`src/rtl/alu_mdu.sv`:
```
// rtl/alu_mdu.sv - execute-stage ALU with iterative MULTU/DIVU and HI/LO registers
module alu_mdu #(
    parameter int WIDTH = 32
) (
    input  logic             clk,
    input  logic             reset,
    input  logic [WIDTH-1:0] srca,
    input  logic [WIDTH-1:0] srcb,
    input  logic [3:0]       alucontrol,
    input  logic             start,
    output logic [WIDTH-1:0] aluresult,
    output logic             zero,
    output logic             busy,
    output logic             done,
    output logic [WIDTH-1:0] hi,
    output logic [WIDTH-1:0] lo
);
    localparam int CW = (WIDTH > 1) ? $clog2(WIDTH) : 1;
    localparam logic [CW-1:0] LAST = CW'(WIDTH - 1);

    localparam logic [3:0] OP_AND   = 4'b0000;
    localparam logic [3:0] OP_OR    = 4'b0001;
    localparam logic [3:0] OP_ADD   = 4'b0010;
    localparam logic [3:0] OP_XOR   = 4'b0011;
    localparam logic [3:0] OP_NOR   = 4'b0100;
    localparam logic [3:0] OP_SUB   = 4'b0110;
    localparam logic [3:0] OP_SLT   = 4'b0111;
    localparam logic [3:0] OP_MULTU = 4'b1000;
    localparam logic [3:0] OP_DIVU  = 4'b1001;
    localparam logic [3:0] OP_MFHI  = 4'b1010;
    localparam logic [3:0] OP_MFLO  = 4'b1011;
    localparam logic [3:0] OP_SLTU  = 4'b1111;

    typedef enum logic [1:0] {
        S_IDLE,
        S_RUN,
        S_DONE
    } state_t;

    state_t           state;
    logic             is_div;
    logic [WIDTH-1:0] acc;
    logic [WIDTH-1:0] quo;
    logic [WIDTH-1:0] opb;
    logic [CW-1:0]    count;

    logic             launch;
    logic [WIDTH:0]   mul_sum;
    logic [WIDTH:0]   div_shift;
    logic [WIDTH+1:0] div_diff;
    logic [WIDTH-1:0] nxt_acc;
    logic [WIDTH-1:0] nxt_quo;
    logic             slt_bit;

    assign launch = start && (state != S_RUN)
                    && (alucontrol == OP_MULTU || alucontrol == OP_DIVU);

    // acc holds the running high half (multiply) or partial remainder (divide);
    // quo holds the multiplier being shifted out, or the dividend/quotient.
    always_comb begin
        mul_sum   = {1'b0, acc} + (quo[0] ? {1'b0, opb} : {(WIDTH+1){1'b0}});
        div_shift = {acc, quo[WIDTH-1]};
        div_diff  = {1'b0, div_shift} - {2'b00, opb};
        nxt_acc   = '0;
        nxt_quo   = '0;
        if (is_div) begin
            if (div_diff[WIDTH+1]) begin
                nxt_acc = div_shift[WIDTH-1:0];
                nxt_quo = {quo[WIDTH-2:0], 1'b0};
            end else begin
                nxt_acc = div_diff[WIDTH-1:0];
                nxt_quo = {quo[WIDTH-2:0], 1'b1};
            end
        end else begin
            nxt_acc = mul_sum[WIDTH:1];
            nxt_quo = {mul_sum[0], quo[WIDTH-1:1]};
        end
    end

    always_ff @(posedge clk) begin
        if (reset) begin
            state  <= S_IDLE;
            busy   <= 1'b0;
            done   <= 1'b0;
            hi     <= '0;
            lo     <= '0;
            count  <= '0;
            acc    <= '0;
            quo    <= '0;
            opb    <= '0;
            is_div <= 1'b0;
        end else begin
            done <= 1'b0;
            case (state)
                S_IDLE, S_DONE: begin
                    if (launch) begin
                        state  <= S_RUN;
                        busy   <= 1'b1;
                        acc    <= '0;
                        quo    <= srca;
                        opb    <= srcb;
                        count  <= '0;
                        is_div <= (alucontrol == OP_DIVU);
                    end else begin
                        state <= S_IDLE;
                    end
                end
                S_RUN: begin
                    acc   <= nxt_acc;
                    quo   <= nxt_quo;
                    count <= count + 1'b1;
                    if (count == LAST) begin
                        hi    <= nxt_acc;
                        lo    <= nxt_quo;
                        state <= S_DONE;
                        busy  <= 1'b0;
                        done  <= 1'b1;
                    end
                end
                default: begin
                    state <= S_IDLE;
                    busy  <= 1'b0;
                end
            endcase
        end
    end

    assign slt_bit = ($signed(srca) < $signed(srcb));

    always_comb begin
        aluresult = '0;
        case (alucontrol)
            OP_AND:  aluresult = srca & srcb;
            OP_OR:   aluresult = srca | srcb;
            OP_ADD:  aluresult = srca + srcb;
            OP_XOR:  aluresult = srca ^ srcb;
            OP_NOR:  aluresult = ~(srca | srcb);
            OP_SUB:  aluresult = srca - srcb;
            OP_SLT:  aluresult = {{(WIDTH-1){1'b0}}, slt_bit};
            OP_SLTU: aluresult = {{(WIDTH-1){1'b0}}, (srca < srcb)};
            OP_MFHI: aluresult = hi;
            OP_MFLO: aluresult = lo;
            default: aluresult = '0;
        endcase
    end

    assign zero = (aluresult == '0);
endmodule

```
`config.mk`:
```
export PLATFORM = sky130hd
export DESIGN_NAME = alu_mdu
export DESIGN_NICKNAME = d
export VERILOG_FILES = /design/src/rtl/alu_mdu.sv
export SDC_FILE = /design/constraint.sdc
export NUM_CORES = 1
export LEC_CHECK = 0
export ABC_CLOCK_PERIOD_IN_PS = 10150
export CORE_ASPECT_RATIO = 1.5
export CORE_UTILIZATION = 34
export DETAILED_ROUTE_END_ITERATION = 10
export GPL_TIMING_DRIVEN = 1
export HOLD_SLACK_MARGIN = 0.02
export PLACE_DENSITY = 0.48
export SLEW_MARGIN = 20
export SYNTH_ARGS = -nofsm -noshare
export SYNTH_HDL_FRONTEND = slang
export SYNTH_SLANG_ARGS = --single-unit
```
`constraint.sdc`:
```
create_clock -name clk -period 10.15 [get_ports clk]
set_clock_uncertainty 0.05 [all_clocks]
set_input_delay 2.5375 -clock clk [delete_from_list [all_inputs] [get_ports clk]]
set_output_delay 2.5375 -clock clk [all_outputs]
set_load 0.01 [all_outputs]
```
==> flow_summary.toml <==
[clock_network]
h-tree-depth = 4
cts_buffer_depth = 2
cts.sinks = 170
clock_latency_ps = 440
cts_made_buffers = 17
hold_buffers = 0
path_clk_slew_ps = 70
cts_root_buffer = "clkbuf_16"
cts_tree = "done"

[timing]
fin_hold_ws_ps = 429
worstMarginPinSlew_ps = 1040
timing.final.crit_share_pct = 97.5
setup-tns-final_ps = 0
finalCriticalPeriod_ps = 9900
maxSlewViolCount = 0
fmax_mhz = 101
hold_violations = 0
slew_headroom_pct = 30.9
setup_viol = 0
rsz0062_at_grt = "no"

[drt]
drtAntennaViolNets = 0
routed.top_layer = "met5"
drt-initial-drc-count = 1275
met3WireLength_um = 2920
firstDrtPassIters = 6
vias_per_cell = 5.73
dr_wl_met2_um = 34200
post_drt_wl_per_cell_um = 23.1
wirelength_um = 71300
met1_length_um = 32300
remaining_drc_errors = 0
num_vias = 17600

[run_status]
status = "finished clean"

[layout]
ff_latch_area_um2 = 3410
multiInputGateArea_um2 = 12200
final_nets = 2651
finish.instance_area_um2 = 19900
syn2layout_area_growth_pct = 20.1
drive_gt1_share_pct = 7.79
stdcell_count = 3079
fillers = 5048

[critical_path]
timing.reg2reg.worst_path_depth = 11
r2r_start = "quo[0]"
endpoint_kind = "output pin"
crit_path_cell_trace = "clkdlybuf4s50_1, ha_1, fa_1, a21oi_2, o221ai_2, a31oi_1, o31ai_2, a31oi_1, a211oi_1, a2111oi_0, nor2_1, a21oi_1, or4bb_1, nor4_2, clkdlybuf4s50_1"
crit_type = "primary input to output pin"
cp.required_ps = 7560
cp_slowest_stage_delay_ps = 570
crit_slowest_cell = "clkdlybuf4s50_1"
critPathLaunchType = "primary input"
path_buf_inv = 2
critPathArrivalTime_ps = 7310
path_max_fanout = 5
crit_family = "compound AO/OA/AOI/OAI gates"
reg2reg_to = "acc[28]"
r2r_setup_slack_ps = 5340

[power_and_ir_drop]
seq_power_share_pct = 34.3
switching_share_pct = 36.5
ir_drop_uv = 87.6
power_frac_comb_pct = 33.4
power_switching_uw = 732
clockPowerShare_pct = 32.3
p_per_area_nw_per_um2 = 101
p_int_uw = 1280
p_leak_uw = 0.00796

[synth]
synth-xor-area-share_pct = 3.06
yosys_warnings = 0
ys_types = 91
yosys.area.top_type = "dfxtp_1"
synthAdderAreaFrac_pct = 12.7
async_flop_share_pct = 0
synth_top_family_by_area = "compound AO/OA/AOI/OAI gates"
ys.flop_type = "dfxtp_1"
synth.mux.area_fraction_pct = 4.65
synth_edf_count = 0
netlist_instances = 2281
synth_compound_area_share_pct = 29.7
synth_area_leaders = "dfxtp_1 (21%), ha_1 (12%), nand2_1 (6.2%)"
post_synth.cell_area_avg_um2 = 7.27
syn_nets = 2518
synth.top_cell.area_share_pct = 20.5
ys_seq_elements = 170
netlist_area_um2 = 16600
synthSimpleGateAreaFrac_pct = 22.4
synth_seq_area_share_pct = 20.5

[place]
dp.cells = 3043
dpl.hpwl_um = 56600
io_buffers = 169
placed_cell_area_um2 = 19300
gp_congestion = 0.897

[floorplan]
boundaryPins = 170
start_util_pct = 34.6
rows = 98
die_y_um = 273
dieArea_um2 = 49700
die_w_um = 182
core-area_um2 = 47900

[flow_run]
drv_cap = 0

[grt]
antenna_found_initial = 3
grt_pass1_vias = 17200
grt_max_degree = 85
grt.overflow.total = 0
track_usage_pct = 28.4
grt_pass1_wl_um = 107000

[min_path]
min_delay_path_depth = 2
hold_path_end = "count[4]"
hp-class = "flop to flop"
min-delay-start = "count[4]"
timing repair:
action                     CTS  global route
resized for setup            0             6
setup endpoints to repair    0             1
buffers inserted             0             2
area by class of cell:
type / count / share of cell area (%)
Sequential cell: 170 / 17.1
Clock buffer: 18 / 2.20
Antenna cell: 2 / 0.0251
Tap cell: 650 / 4.08
Timing Repair Buffer: 260 / 12.0
Multi-Input combinational cell: 1812 / 61.0
Clock inverter: 14 / 0.653
Inverter: 153 / 2.88
state kept, by name, summed over array words and instances (netlist names):
name,count
acc,32
busy,1
count,5
done,1
hi,32
is_div,1
lo,32
opb,32
quo,32
state,2
tightest hold or removal path: stages, from the launching register on:
cell	delay [ps]
dfxtp_1	320
nand3_1	60
a21oi_1	60
cells by family after synthesis:
group | Yosys count
adders and majority gates | 166
xor gates and xnor gates | 58
AOI/OAI and AO/OA | 734
and+or+nand+nor | 779
muxes | 75
DFF | 170
buffers and inverters | 299
Yosys cell counts (24+ instances only):
cell	n
and2_1	49
xnor2_1	36
ha_1	162
nand2_1	274
a21oi_1	204
nand2b_1	30
a21o_1	50
dfxtp_1	170
clkbuf_1	114
a211oi_1	90
and3_1	41
nor3_1	40
nor2_1	187
a22oi_1	38
o21ai_0	108
mux2i_1	58
inv_1	150
nand3_1	45
o211ai_1	24
worst max path at each step:
stage | start | endpoint | slack (ps) | depth (start not counted)
after CTS | srca[0] | zero | 110 | 18
after global placement | srca[0] | zero | 110 | 18
after detailed placement | srca[0] | zero | 110 | 18
after global routing | srcb[2] | zero | 10 | 15
final | srcb[0] | zero | 250 | 15
after floorplan | srca[0] | zero | 1780 | 13
power groups by stage:
stage / logic [uW] / clock network [uW] / registers (uW)
after detailed placement: 660 / 0 / 703
after global routing: 726 / 689 / 689
final: 671 / 649 / 688
after floorplan: 397 / 0 / 698
after global placement: 664 / 0 / 703
after CTS: 664 / 665 / 688
routing by layer:
layer  GRT usage (%)  up-vias
li1                -     8519
met1            37.7     8494
met2            48.9      546
met3            2.28       85
met4            8.29        2
met5               0        -
layout by cell type, fill, tap and decap left out, types with 18 or more instances in the layout:
| cell type | instances |
|---|---|
| o21ai_0 | 108 |
| a22oi_1 | 38 |
| nand2_1 | 274 |
| and2_1 | 48 |
| dfxtp_1 | 169 |
| a211oi_1 | 90 |
| a21o_1 | 50 |
| xor2_1 | 22 |
| nor2b_1 | 21 |
| ha_1 | 162 |
| and3_1 | 40 |
| xnor2_1 | 36 |
| o21bai_1 | 20 |
| nor2_1 | 184 |
| clkdlybuf4s50_1 | 166 |
| a31oi_1 | 18 |
| mux2i_1 | 58 |
| o211ai_1 | 24 |
| buf_4 | 90 |
| nand3_1 | 44 |
| a21oi_1 | 203 |
| nand2b_1 | 30 |
| inv_1 | 150 |
| nor3_1 | 40 |
per-stage QoR:
step	worst slack [ps]	utilization (%)	power [uW]
after global routing	10.5	41.6	2100
after detailed placement	114	40.3	1360
after global placement	114	40.3	1370
after floorplan	1780	-	1100
final	254	41.6	2010
after CTS	105	41.5	2020
No activity file was read; power rests on OpenSTA's default activity.
